## config.mk

```make
export PLATFORM = sky130hd
export DESIGN_NAME = program_loader_flat
export DESIGN_NICKNAME = d
export VERILOG_FILES = /design/src/rtl/program_loader_if.sv /design/src/rtl/program_loader.sv /design/src/flat_wrapper.sv
export SDC_FILE = /design/constraint.sdc
export NUM_CORES = 1
export LEC_CHECK = 0
export CAP_MARGIN = 20
export CORE_MARGIN = 3
export CORE_UTILIZATION = 35
export DETAILED_ROUTE_END_ITERATION = 10
export GPL_TIMING_DRIVEN = 0
export PLACE_DENSITY = 0.68
export SYNTH_ARGS = -nofsm -noshare
export SYNTH_HDL_FRONTEND = slang
export SYNTH_SLANG_ARGS = --single-unit
```

## constraint.sdc

```tcl
create_clock -name clk -period 2.2 [get_ports clk]
set_clock_uncertainty 0.15 [all_clocks]
set_input_delay 0.44 -clock clk [delete_from_list [all_inputs] [get_ports clk]]
set_output_delay 0.44 -clock clk [all_outputs]
set_load 0.005 [all_outputs]
```

## src/rtl/program_loader_if.sv

```systemverilog
// ---------------------------------------------------------------------------
// program_loader_if
// Byte-stream handshake carrying the boot image into the program loader.
//   s_valid : producer has a byte on s_data
//   s_data  : byte value
//   s_ready : loader can accept a byte this cycle
// A byte moves only on a cycle where s_valid and s_ready are both 1.
// Modports:
//   master : the byte producer (UART/JTAG bridge, testbench)
//   slave  : the loader
// ---------------------------------------------------------------------------
interface program_loader_if;
  logic       s_valid;
  logic [7:0] s_data;
  logic       s_ready;

  modport master (output s_valid, output s_data, input s_ready);
  modport slave  (input s_valid, input s_data, output s_ready);
endinterface

```

## src/rtl/program_loader.sv

```systemverilog
// ---------------------------------------------------------------------------
// program_loader
// Receives a byte stream and writes it as 32-bit words into the instruction
// or data BRAM, holding the CPU in stall until a start command arrives.
//
// Stream format:
//   0x01 | 0x02, count_lo, count_hi, count x (4 bytes little-endian word)
//     0x01 targets instruction BRAM, 0x02 targets data BRAM; every segment
//     starts at byte address 0.
//   0x03 : release the CPU (terminal until reset).
//   anything else in command position : sticky error (terminal until reset).
//
// Ports:
//   clk        rising-edge clock
//   rst        synchronous reset, active low
//   s          byte-stream slave (s_valid, s_data, s_ready)
//   i_w_addr   instruction BRAM byte address (word_index*4, 10 bit)
//   i_w_dat    instruction BRAM write data
//   i_w_enb    instruction BRAM write enable (one cycle per word)
//   d_w_addr   data BRAM byte address
//   d_w_dat    data BRAM write data
//   d_w_enb    data BRAM write enable
//   cpu_stall  1 holds the core; 0 only in RUN
//   load_err   sticky protocol error
// ---------------------------------------------------------------------------
module program_loader #(
  parameter int I_DEPTH_WORDS = 256,
  parameter int D_DEPTH_WORDS = 256
) (
  input  logic                    clk,
  input  logic                    rst,
  program_loader_if.slave         s,
  output logic [9:0]              i_w_addr,
  output logic [31:0]             i_w_dat,
  output logic                    i_w_enb,
  output logic [9:0]              d_w_addr,
  output logic [31:0]             d_w_dat,
  output logic                    d_w_enb,
  output logic                    cpu_stall,
  output logic                    load_err
);

  localparam logic [31:0] I_DEPTH = 32'(I_DEPTH_WORDS);
  localparam logic [31:0] D_DEPTH = 32'(D_DEPTH_WORDS);

  localparam logic [7:0] CMD_INSTR = 8'h01;
  localparam logic [7:0] CMD_DATA  = 8'h02;
  localparam logic [7:0] CMD_START = 8'h03;

  typedef enum logic [2:0] {
    IDLE, LEN_LO, LEN_HI, DATA, WRITE, RUN, ERROR
  } state_t;

  typedef enum logic {
    TGT_INSTR, TGT_DATA
  } target_t;

  state_t      state, next_state;
  target_t     target;
  logic [7:0]  len_lo;
  logic [15:0] count;
  logic [15:0] word_idx;
  logic [1:0]  byte_cnt;
  logic [31:0] word_buf;

  logic        take;
  logic [15:0] len_full;
  logic        len_too_big;
  logic [31:0] word_full;
  logic [9:0]  word_addr;

  assign take      = s.s_valid & s.s_ready;
  assign len_full  = {s.s_data, len_lo};
  assign word_full = {s.s_data, word_buf[31:8]};
  // Byte address of the current word; upper index bits fall off by design.
  assign word_addr = {word_idx[7:0], 2'b00};

  always_comb begin
    len_too_big = (target == TGT_INSTR) ? (32'(len_full) > I_DEPTH)
                                        : (32'(len_full) > D_DEPTH);
  end

  // NOTE: sequential state uses non-blocking assignments so every register
  // samples pre-edge values regardless of statement order.
  always_ff @(posedge clk) begin
    if (!rst) state <= IDLE;
    else      state <= next_state;
  end

  // NOTE: every output of this block gets a default first so no path leaves
  // a signal unassigned, which would otherwise infer a latch.
  always_comb begin
    next_state = state;
    s.s_ready  = 1'b0;
    cpu_stall  = 1'b1;
    load_err   = 1'b0;

    unique case (state)
      IDLE: begin
        s.s_ready = rst;
        if (take) begin
          if (s.s_data == CMD_INSTR || s.s_data == CMD_DATA) next_state = LEN_LO;
          else if (s.s_data == CMD_START)                     next_state = RUN;
          else                                                next_state = ERROR;
        end
      end
      LEN_LO: begin
        s.s_ready = rst;
        if (take) next_state = LEN_HI;
      end
      LEN_HI: begin
        s.s_ready = rst;
        if (take) begin
          if (len_full == 16'd0) next_state = IDLE;
          else if (len_too_big)  next_state = ERROR;
          else                   next_state = DATA;
        end
      end
      DATA: begin
        s.s_ready = rst;
        if (take && byte_cnt == 2'd3) next_state = WRITE;
      end
      WRITE: begin
        next_state = (word_idx + 16'd1 == count) ? IDLE : DATA;
      end
      RUN: begin
        cpu_stall = 1'b0;
      end
      ERROR: begin
        load_err = 1'b1;
      end
      default: next_state = ERROR;
    endcase
  end

  // NOTE: reset is synchronous and active low, so it lives inside the
  // clocked block and is simply the highest-priority branch.
  always_ff @(posedge clk) begin
    if (!rst) begin
      target   <= TGT_INSTR;
      len_lo   <= '0;
      count    <= '0;
      word_idx <= '0;
      byte_cnt <= '0;
      word_buf <= '0;
      i_w_addr <= '0;
      i_w_dat  <= '0;
      i_w_enb  <= 1'b0;
      d_w_addr <= '0;
      d_w_dat  <= '0;
      d_w_enb  <= 1'b0;
    end else begin
      i_w_enb <= 1'b0;
      d_w_enb <= 1'b0;

      unique case (state)
        IDLE: begin
          if (take && s.s_data == CMD_INSTR) target <= TGT_INSTR;
          if (take && s.s_data == CMD_DATA)  target <= TGT_DATA;
        end
        LEN_LO: begin
          if (take) len_lo <= s.s_data;
        end
        LEN_HI: begin
          if (take) begin
            count    <= len_full;
            word_idx <= '0;
            byte_cnt <= '0;
          end
        end
        DATA: begin
          if (take) begin
            // Shift in from the top: after four bytes the first one sits in [7:0].
            word_buf <= word_full;
            byte_cnt <= byte_cnt + 2'd1;
            // Enables are registered on the 4th byte so they are high exactly
            // during the single WRITE cycle; addr/dat hold otherwise.
            if (byte_cnt == 2'd3) begin
              if (target == TGT_INSTR) begin
                i_w_addr <= word_addr;
                i_w_dat  <= word_full;
                i_w_enb  <= 1'b1;
              end else begin
                d_w_addr <= word_addr;
                d_w_dat  <= word_full;
                d_w_enb  <= 1'b1;
              end
            end
          end
        end
        WRITE: begin
          word_idx <= word_idx + 16'd1;
        end
        default: ;
      endcase
    end
  end

endmodule

```

## src/flat_wrapper.sv

```systemverilog
// flat-port wrapper written by rule: the top's interface ports become plain ports
module program_loader_flat 
#(
  parameter int I_DEPTH_WORDS = 256,
  parameter int D_DEPTH_WORDS = 256
)
  (clk, rst, i_w_addr, i_w_dat, i_w_enb, d_w_addr, d_w_dat, d_w_enb, cpu_stall, load_err, s_s_valid, s_s_data, s_s_ready);
  program_loader_if s_i ();
  input  logic clk;
  input  logic rst;
  output logic [9:0] i_w_addr;
  output logic [31:0] i_w_dat;
  output logic i_w_enb;
  output logic [9:0] d_w_addr;
  output logic [31:0] d_w_dat;
  output logic d_w_enb;
  output logic cpu_stall;
  output logic load_err;
  input wire logic [$bits(s_i.s_valid)-1:0] s_s_valid;
  input wire logic [$bits(s_i.s_data)-1:0] s_s_data;
  output wire logic [$bits(s_i.s_ready)-1:0] s_s_ready;
  assign s_i.s_valid = s_s_valid;
  assign s_i.s_data = s_s_data;
  assign s_s_ready = s_i.s_ready;
  program_loader #(.I_DEPTH_WORDS(I_DEPTH_WORDS), .D_DEPTH_WORDS(D_DEPTH_WORDS)) u_core (.clk(clk), .rst(rst), .s(s_i), .i_w_addr(i_w_addr), .i_w_dat(i_w_dat), .i_w_enb(i_w_enb), .d_w_addr(d_w_addr), .d_w_dat(d_w_dat), .d_w_enb(d_w_enb), .cpu_stall(cpu_stall), .load_err(load_err));
endmodule
```

; ---- After elaboration in Yosys (flattened, before gate mapping)
; Index checks and enable logic that the tools add are counted.
; W data, S select, Z words.
[totals]
reg_bits = 160
output_inout_bits = 89
inputBits = 11
[classes]
mux = 22
reduce_logical = 21
n_lt_le_gt_ge = 1
bitwise = 3
eq_ne = 16
addsub = 2
[op_table]
columns = cell, n
row1 = $pmux W16 S2, 1
row2 = $mux W3, 7
row3 = $pmux W3 S6, 1
row4 = $add A16 B1 Y16 const B, 1
row5 = $eq A16 B16 Y1, 1
row6 = $eq A8 B2 Y1 const B, 2
row7 = $gt A16 B9 Y1 const B, 1
row8 = $logic_not A16 Y1, 1
row9 = $mux W16, 1
row10 = $reduce_and A4 Y1, 3
row11 = $ne A2 B1 Y1 const B, 5
row12 = $reduce_and A2 Y1, 5
row13 = $eq A3 B3 Y1 const B, 3
row14 = $eq A8 B1 Y1 const B, 1
row15 = $mux W2, 4
row16 = $mux W1, 7
row17 = $eq A3 B2 Y1 const B, 2
row18 = $reduce_bool A2 Y1, 3
row19 = $reduce_and A5 Y1, 1
row20 = $pmux W2 S2, 1
row21 = $reduce_or A4 Y1, 1
row22 = $eq A3 B1 Y1 const B, 1
row23 = $logic_and A1 B1 Y1, 3
row24 = $logic_not A3 Y1, 1
row25 = other kinds (7), 8

; ---- Logic depth before layout (Yosys ltp)
; Gate-level depths: netlist of the first run.
[logic_depth]
word_depth = 7
ltp_mapped = 10
ltp_nobuf = 7

; ---- Least setup slack after synthesis of the first run
; No wires, ideal clock.
[synth_timing]
path_kind = register to register
start = reg u_core.word_idx[6]
end = reg u_core.state[1]
arrival_ns = 2.115
slack_ns = -0.180
path_stages_with_launch = 8
path_cell_list = dfxtp_1 > buf_4 > or3b_1 > a2111o_1 > a31oi_1 > nand4_1 > or4_4 > o21a_1
[synth_between]
elab_chain_len = 4
[synth_rtl]
columns = element, line_no
row1 = "start, declared", program_loader.sv:62  ; logic [15:0] word_idx;
row2 = "start signal, assigned", program_loader.sv:192  ; word_idx <= word_idx + 16'd1;
row3 = $add A16 B1 Y16, program_loader.sv:124  ; next_state = (word_idx + 16'd1 == count) ? IDLE : DATA;
row4 = $eq A16 B16 Y1, program_loader.sv:124
row5 = $mux W2, program_loader.sv:124
row6 = $pmux W3 S6, program_loader.sv:98  ; unique case (state)
row7 = "end signal, assigned", program_loader.sv:87  ; else state <= next_state;
row8 = "end, declared", program_loader.sv:58  ; state_t state, next_state;
; Every way passes these cells.
; A chain may end at the register's enable or synchronous reset.

; ---- Final worst setup path of the first run
[layout_timing]
start = reg u_core.word_idx[5]
end = reg u_core.state[1]
; The elaborated chain is that of the path after synthesis.

==> flow_summary.json, run 1 <==
{
  "drt-total-wl_um": 19600,
  "cts_tree": "done",
  "rsz0062_at_grt": "yes",
  "drc_errors": 0,
  "power_mw": 6.09,
  "grt_pass1_wl_um": 31300,
  "tightest_slew_ps": 648,
  "grt_usage_pct": 19.5,
  "synth_cells": 817,
  "place_congestion": 0.910,
  "synth-edff-count": 0,
  "numCtsBuffers": 17,
  "synth_area_um2": 6510,
  "cp_top_family": "simple AND/OR/NAND/NOR gates",
  "final_area_um2": 8790,
  "cp.required_ps": 2360,
  "ctsHoldBuffers": 0,
  "htree_levels": 4,
  "slowest_stage": "or4_4",
  "overflow": 0,
  "crit_path_start_kind": "flip-flop",
  "setup_slack_ps": -113,
  "max_slew_margin_pct": 56.8,
  "via_count": 6197,
  "drtIter0Drc": 500,
  "status": "finished with violations",
  "hold_viol": 0,
  "die_x_um": 142,
  "cts_num_sinks": 152,
  "via_per_inst": 5.16,
  "cp_num_buf_inv": 1,
  "hpwl_um": 13600,
  "initial_core_util_pct": 36.0,
  "slew_viol_final": 0,
  "coreArea_um2": 18100,
  "synthFlopType": "dfxtp_1",
  "cp_data_arrival_time_ps": 2480,
  "finalCritPeriodShare_pct": 105,
  "cp_max_fo": 2,
  "grt_pass1_vias": 5840,
  "dr_wl_met3_um": 1230,
  "place_area_um2": 7820,
  "ios": 100,
  "ys_seq_area_share_pct": 46.8,
  "layout.cells.most_common": "nand2_1",
  "cts_root_buffer": "clkbuf_16",
  "cp_cell_sequence": "buf_6 > or3b_1 > a2111o_1 > a31oi_1 > nand4_1 > or4_4 > o21a_1",
  "yosys.cell_types.count": 58,
  "ys_warn_count": 0,
  "antenna_found_initial": 0,
  "n_antenna_cell": 0,
  "setup_viol_count_final": 2,
  "p_per_area_nw_per_um2": 693,
  "holdCritPathClass": "in2reg",
  "cts_max_path_buffers": 2,
  "portBuffers": 95,
  "ys_ff_latch": 152,
  "avgSynthCellArea_um2": 7.97,
  "final_core_util_pct": 48.6,
  "clock_latency_ps": 420,
  "first_pass_iters": 5,
  "syn2layout_area_growth_pct": 35.1,
  "path_class": "reg2reg",
  "wl_met2_um": 9030,
  "dieHeight_um": 142,
  "grt_max_degree": 17,
  "clk_pin_slew_ps": 60,
  "violations": "setup timing",
  "async_reset_ff_share_pct": 0,
  "core.rowCount": 49,
  "layout_common_cells": "nand2_1, dfxtp_1, clkdlybuf4s50_1, a21boi_0, a21oi_1",
  "max_stage_delay_ps": 440,
  "whs_ps": 219,
  "leakage_nw": 3.09,
  "crit_path_end_kind": "flip-flop",
  "maxCapViolCount": 0,
  "drt-met1-wl_um": 8960,
  "fmax_mhz": 432,
  "ir_worst_vdd_mv": 0.545,
  "nets": 973,
  "layout-drive-gt1-share_pct": 12.7,
  "dieArea_um2": 20300,
  "highest_layer": "met4",
  "avgRoutedWirePerCell_um": 16.4,
  "finalCriticalPeriod_ps": 2310,
  "final_antenna_net_count": 0
}
## Yosys cell counts (8+ instances only)
| cell type | instances | area share (%) |
|---|---|---|
| mux2i_1 | 9 | 1.4 |
| nor2_1 | 33 | 1.9 |
| xnor2_1 | 8 | 1.1 |
| a21boi_0 | 72 | 8.3 |
| a21oi_1 | 54 | 4.2 |
| nand3_1 | 13 | 1.0 |
| nand2_1 | 267 | 15 |
| clkbuf_1 | 48 | 2.8 |
| dfxtp_1 | 152 | 47 |
| o21ai_0 | 20 | 1.5 |
| a21boi_1 | 12 | 1.4 |
| xor2_1 | 11 | 1.5 |
| nor2b_1 | 8 | 0.77 |
## report_power, final
part / internal [mW] / switching, mW / leakage (nW)
clock network: 1.72 / 1.11 / 0.273
registers: 2.77 / 0.0330 / 1.23
logic: 0.185 / 0.273 / 1.59
total: 4.68 / 1.42 / 3.09
## cell type report
| cell class | count | area, µm² |
|---|---|---|
| Sequential cell | 152 | 3070 |
| Clock buffer | 23 | 468 |
| Tap cell | 229 | 287 |
| Multi-Input combinational cell | 601 | 3330 |
| Clock inverter | 7 | 95.1 |
| Fill cell | 1695 | 9290 |
| Buffer | 58 | 358 |
| Inverter | 5 | 21.3 |
| Timing Repair Buffer | 125 | 1160 |
## tightest hold or removal path, cell delays in order
cell,delay (ps)
clkbuf_2,160
nand2_1,90
a21oi_1,50
## sequential cells by signal, summed over array words and instances, names as in the netlist
register,count
u_core.d_w_dat,32
u_core.d_w_addr,8
u_core.word_buf,24
u_core.d_w_enb,1
u_core.state,3
u_core.len_lo,8
u_core.i_w_addr,8
u_core.count,16
u_core.target,1
u_core.word_idx,16
u_core.byte_cnt,2
u_core.i_w_dat,32
u_core.i_w_enb,1
## kinds of logic after synthesis
group                    synth area share (%)
adder cells (fa/ha/maj)                 0.384
other                                  0.0576
flip-flops                               46.8
buffers and inverters                    4.40
multiplexers                             1.38
XOR/XNOR                                 2.56
AO/OA/AOI/OAI                            19.8
AND/OR/NAND/NOR                          24.7
## through the flow
| stage | setup TNS, ps | setup WS, ps | instances |
|---|---|---|---|
| 5_1_grt | -339 | -199 | 1200 |
| 4_1_cts | -345 | -135 | 1186 |
| 6_report | -191 | -113 | 1200 |
| 3_3_place_gp | -116940 | -1580 | 1144 |
| 2_1_floorplan | -29.9 | -29.9 | 820 |
| 3_5_place_dp | -123460 | -1560 | 1144 |
## worst paths after layout
path                 startpoint  cells past startpoint  slack [ps]           endpoint
max          u_core.word_idx[5]                      7        -110    u_core.state[1]
min                 s_s_data[4]                      3         220   u_core.count[12]
max reg2reg  u_core.word_idx[5]                      7        -110    u_core.state[1]
min reg2reg   u_core.i_w_dat[7]                      2         300  u_core.i_w_dat[7]
## what timing repair did
item,in CTS,in global routing
setup buffers,14,15
gates cloned,0,1
endpoints found under the setup margin,130,68
resized for setup,58,30
pin swaps,7,6
## per-layer routing
metal  track usage [%]  vias up
met1              26.3     2924
li1                  -     3021
met3              4.44       34
met2              31.1      218
met4              6.45        0
met5                 0        -
Power figures use the tool's default switching activity.
==> run 2, diff against run 1 <==
--- a/config.mk
+++ b/config.mk
@@ -6,6 +6,7 @@
 export NUM_CORES = 1
 export LEC_CHECK = 0
 export CAP_MARGIN = 20
+export CORE_ASPECT_RATIO = 0.7
 export CORE_MARGIN = 3
 export CORE_UTILIZATION = 35
 export DETAILED_ROUTE_END_ITERATION = 10
==> run 2 against run 1 <==
The run still ends with setup timing left. Clock power grew 10%. Flip-flop and latch count is the same. Cell count shrank 0.17%. Via count shrank 0.34%. Wire length grew 1.5%. Critical path depth is the same. Die area grew 0.13%. First-iteration DRC count grew 33%. Worst setup slack lost 91 ps. Power grew 5.2%. Critical path type unchanged. Critical endpoint unchanged. Largest power group unchanged.
==> flow_summary.json, run 2 (synthesized netlist as in run 1, its figures left out) <==
{
  "layout.cells.most_common": "nand2_1",
  "cts_tree": "done",
  "slew_viol_final": 0,
  "final_antenna_net_count": 0,
  "cts_root_buffer": "clkbuf_16",
  "holdCritPathClass": "in2reg",
  "cp_top_family": "simple AND/OR/NAND/NOR gates",
  "via_per_inst": 5.16,
  "ios": 100,
  "cp_num_buf_inv": 1,
  "core.rowCount": 41,
  "fmax_mhz": 416,
  "pre_cts_slack_ps": -1560,
  "place_congestion": 0.910,
  "htree_levels": 4,
  "crit_path_end_kind": "flip-flop",
  "ir_worst_vdd_mv": 0.486,
  "place_area_um2": 7830,
  "rsz0062_at_grt": "yes",
  "dieArea_um2": 20300,
  "drc_errors": 0,
  "cp_data_arrival_time_ps": 2570,
  "hold_viol": 0,
  "cp_cell_sequence": "buf_6 > or3b_1 > a2111o_1 > a31oi_1 > nand4_1 > or4_4 > o21a_1",
  "antenna_found_initial": 0,
  "max_stage_delay_ps": 450,
  "cp.required_ps": 2360,
  "path_class": "reg2reg",
  "p_per_area_nw_per_um2": 729,
  "reg.largest.list": "u_core.d_w_dat: 32 flops, u_core.i_w_dat: 32 flops, u_core.word_buf: 24 flops",
  "syn2layout_area_growth_pct": 35.1,
  "finalCriticalPeriod_ps": 2400,
  "setup_viol_count_final": 2,
  "cts_max_path_buffers": 2,
  "coreArea_um2": 18100,
  "tightest_slew_ps": 664,
  "die_x_um": 169,
  "clock_latency_ps": 420,
  "avgRoutedWirePerCell_um": 16.6,
  "slowest_stage": "or4_4",
  "first_pass_iters": 5,
  "power_mw": 6.41,
  "status": "finished with violations",
  "drt-total-wl_um": 19900,
  "holdPathStages": 3,
  "layout_common_cells": "nand2_1, dfxtp_1, clkdlybuf4s50_1, a21boi_0, a21oi_1",
  "cts_num_sinks": 152,
  "register_area_um2": 3070,
  "layout-drive-gt1-share_pct": 11.9,
  "clk_pin_slew_ps": 70,
  "finalCritPeriodShare_pct": 109,
  "overflow": 0,
  "grt_pass1_wl_um": 31400,
  "via_count": 6176,
  "max_slew_margin_pct": 55.8,
  "grt_max_degree": 17,
  "maxCapViolCount": 0,
  "final_core_util_pct": 48.6,
  "grt_pass1_vias": 5669,
  "r2r_cells": 7,
  "n_antenna_cell": 0,
  "ctsHoldBuffers": 0,
  "leakage_nw": 3.04,
  "nets": 962,
  "violations": "setup timing",
  "setup_slack_ps": -204,
  "crit_path_start_kind": "flip-flop",
  "initial_core_util_pct": 35.9,
  "hpwl_um": 14100,
  "drtIter0Drc": 665,
  "dieHeight_um": 120,
  "grt_usage_pct": 19.6,
  "fillers": 1717,
  "multi_input_area_um2": 3320,
  "cp_max_fo": 4,
  "final_area_um2": 8790,
  "portBuffers": 95,
  "numCtsBuffers": 17,
  "path_depth": 7,
  "whs_ps": 253
}
## run 2: cell count changes in the layout (fill, tap and decap cells not counted), moves of 4 or more
cell / delta
buf_4: -10
clkbuf_1: -4
inv_6: +4
inv_8: +5
## run 2: area by class of cell
cell class / instances / area share, %
Buffer: 59 / 4.40
Clock buffer: 17 / 4.84
Clock inverter: 15 / 2.32
Inverter: 5 / 0.270
Multi-Input combinational cell: 601 / 37.7
Sequential cell: 152 / 34.9
Tap cell: 236 / 3.36
Timing Repair Buffer: 113 / 12.2
## run 2: report_power, final
group	internal [mW]	total, mW	switching [mW]
Clock	1.84	3.12	1.28
Sequential	2.77	2.81	0.0316
Combinational	0.193	0.482	0.289
## run 2: through the flow
stage | cells | TNS (ps)
after floorplan | 820 | -29.9
after global placement | 1151 | -121610
after detailed placement | 1151 | -124500
after CTS | 1194 | -263
after global routing | 1198 | -442
final | 1198 | -379
## run 2: repair_timing
action                     in CTS  in global routing
setup buffers                  13                  5
gates resized for setup        60                 31
pin swaps                       5                  7
setup endpoints to repair     145                 80
## run 2: layer usage
metal | vias up | routed length [µm] | global-route usage (%)
li1 | 2998 | - | -
met1 | 2919 | 10300 | 30.9
met2 | 244 | 7950 | 26.7
met3 | 15 | 1590 | 4.91
met4 | 0 | 132 | 3.50
met5 | - | 0 | 0
## run 2: worst paths after layout
path / start / endpoint / slack (ps)
max: u_core.word_idx[6] / u_core.state[1] / -200
min: s_s_data[6] / u_core.i_w_dat[30] / 250
max reg2reg: u_core.word_idx[6] / u_core.state[1] / -200
min reg2reg: u_core.i_w_dat[2] / u_core.i_w_dat[2] / 300
## run 2: tightest hold or removal path: stages
cell and delay (ps):
clkbuf_2 180, nand2_1 90, a21boi_0 70
==> run 3, diff against run 2 <==
--- a/config.mk
+++ b/config.mk
@@ -6,12 +6,14 @@
 export NUM_CORES = 1
 export LEC_CHECK = 0
 export CAP_MARGIN = 20
+export CELL_PAD_IN_SITES_DETAIL_PLACEMENT = 0
+export CELL_PAD_IN_SITES_GLOBAL_PLACEMENT = 1
 export CORE_ASPECT_RATIO = 0.7
 export CORE_MARGIN = 3
 export CORE_UTILIZATION = 35
 export DETAILED_ROUTE_END_ITERATION = 10
 export GPL_TIMING_DRIVEN = 0
-export PLACE_DENSITY = 0.68
+export PLACE_DENSITY = 0.84
 export SYNTH_ARGS = -nofsm -noshare
 export SYNTH_HDL_FRONTEND = slang
 export SYNTH_SLANG_ARGS = --single-unit
==> run 3 against run 2 <==
The run still ends with setup timing left. Sequential share of layout area shrank 0.38 points. Non-clock buffer count increased by 7. Register-to-register slack is essentially flat.
==> flow_summary.json, run 3 (synthesized netlist as in run 1, its figures left out) <==
{
  "dieArea_um2": 20300,
  "final_antenna_net_count": 0,
  "fillers": 1745,
  "pwr-share-comb_pct": 7.4,
  "path_class": "reg2reg",
  "portBuffers": 95,
  "dieHeight_um": 120,
  "core.rowCount": 41,
  "cp_cell_sequence": "buf_6 > or3b_1 > a2111o_1 > a31oi_1 > nand4_1 > or4_4 > o21a_1",
  "ios": 100,
  "layout.cells.most_common": "nand2_1",
  "layout-drive-gt1-share_pct": 12.5,
  "maxCapViolCount": 0,
  "worstReg2RegEnd": "u_core.state[1]",
  "fmax_mhz": 416,
  "nets": 969,
  "crit_path_start_kind": "flip-flop",
  "slowest_stage": "or4_4",
  "multi_input_area_um2": 3330,
  "violations": "setup timing",
  "holdPathStages": 3,
  "via_per_inst": 5.14,
  "clk_pin_slew_ps": 70,
  "clkPwrFrac_pct": 49.6,
  "die_x_um": 169,
  "whs_ps": 245,
  "drtIter0Drc": 523,
  "via_count": 6191,
  "drc_errors": 0,
  "cts_max_path_buffers": 2,
  "coreArea_um2": 18100,
  "slew_viol_final": 0,
  "cts_tree": "done",
  "numCtsBuffers": 17,
  "cp_num_buf_inv": 1,
  "leakage_nw": 3.12,
  "min_to": "u_core.i_w_dat[29]",
  "setup_slack_ps": -202,
  "cp_data_arrival_time_ps": 2560,
  "worstReg2RegStart": "u_core.word_idx[5]",
  "cts_root_buffer": "clkbuf_16",
  "htree_levels": 4,
  "max_slew_margin_pct": 34.9,
  "cp_max_fo": 2,
  "reg2reg_setup_slack_ps": -200,
  "power.internal_mw": 4.97,
  "cp_top_family": "simple AND/OR/NAND/NOR gates",
  "first_pass_iters": 5,
  "hpwl_um": 14300,
  "min_from": "s_s_data[5]",
  "layout_common_cells": "nand2_1, dfxtp_1, clkdlybuf4s50_1, a21boi_0, a21oi_1",
  "ir_worst_vdd_mv": 0.495,
  "p_per_area_nw_per_um2": 737,
  "place_area_um2": 7830,
  "grt_usage_pct": 19.6,
  "drt-total-wl_um": 20200,
  "antenna_found_initial": 0,
  "cp.required_ps": 2360,
  "status": "finished with violations",
  "final_area_um2": 8870,
  "tightest_slew_ps": 973,
  "grt_pass1_vias": 5647,
  "clock_latency_ps": 420,
  "initial_core_util_pct": 35.9,
  "crit_path_end_kind": "flip-flop",
  "finalCriticalPeriod_ps": 2400,
  "grt_max_degree": 17,
  "overflow": 0,
  "swShare_pct": 23.9,
  "grt_pass1_wl_um": 31400,
  "power_switching_mw": 1.57,
  "place_congestion": 0.875,
  "setup_viol_count_final": 2,
  "n_antenna_cell": 0,
  "finalCritPeriodShare_pct": 109,
  "register_area_um2": 3060,
  "reg.largest.list": "u_core.d_w_dat: 32 flops, u_core.i_w_dat: 32 flops, u_core.word_buf: 24 flops",
  "cts_num_sinks": 152,
  "rsz0062_at_grt": "yes",
  "max_stage_delay_ps": 460,
  "hold_viol": 0,
  "r2r_cells": 7,
  "seqPwrFrac_pct": 43.0,
  "holdCritPathClass": "in2reg",
  "syn2layout_area_growth_pct": 36.4,
  "avgRoutedWirePerCell_um": 16.7
}
## run 3: cell count changes in the layout (fill, tap and decap cells not counted), sizes merged
cell           change
dlygate4sd2        -1
clkinvlp           -3
clkinv             +3
buf                +6
clkbuf             +4
bufinv             +1
clkdlybuf4s50      -1
dlymetal6s2s       +1
inv                -3
## run 3: worst max path at each step
stage	slack [ps]	cells past startpoint	from	endpoint
2_1_floorplan	-30	7	u_core.word_idx[7]	u_core.state[1]
3_3_place_gp	-1550	7	rst	s_s_ready
3_5_place_dp	-1540	7	rst	s_s_ready
4_1_cts	-180	7	u_core.word_idx[6]	u_core.state[1]
5_1_grt	-260	7	u_core.word_idx[5]	u_core.state[1]
6_report	-200	7	u_core.word_idx[5]	u_core.state[1]
## run 3: what timing repair did
action                                  CTS  global route
pin swaps                                 3             6
resized for setup                        61            33
buffers inserted                         13            12
endpoints found under the setup margin  137            82
hold buffers                              0             0
gates cloned                              0             0
## run 3: power by group through the flow
stage	Sequential, mW	Combinational (mW)	Clock, mW
after detailed placement	2.86	0.426	0
after CTS	2.81	0.451	3.29
after global routing	2.81	0.526	3.40
after global placement	2.86	0.425	0
after floorplan	2.85	0.280	0
final	2.81	0.485	3.24
## run 3: stage by stage
step | total power, mW | std cells | util [%] | TNS (ps) | setup WS [ps]
floorplan | 3.13 | 820 | - | -29.9 | -29.9
global placement | 3.28 | 1151 | 43.2 | -120740 | -1550
detailed placement | 3.28 | 1151 | 43.2 | -121260 | -1540
CTS | 6.55 | 1194 | 48.4 | -299 | -179
global route | 6.73 | 1205 | 49.0 | -504 | -263
finish | 6.54 | 1205 | 49.0 | -335 | -202
## run 3: area by class of cell
class                   instances  area share (%)
well taps                     236            3.33
flip-flops and latches        152            34.5
plain buffers                  59            4.26
repair buffers                120            12.6
clock buffers                  19            5.10
inverters                       5           0.268
clock inverters                13            2.33
multi-input cells             601            37.6
## run 3: tightest hold or removal path, delay by kind of cell
family                 cells  cell delay [ps]
AO/OA/AOI/OAI              1               70
buffers and inverters      1              170
AND/OR/NAND/NOR            1               80
## run 3: layer usage
metal,global-route usage [%],part of all wire (%)
met2,26.7,39
met5,0,0
met4,3.75,0.51
met1,30.6,52
met3,5.47,8.8
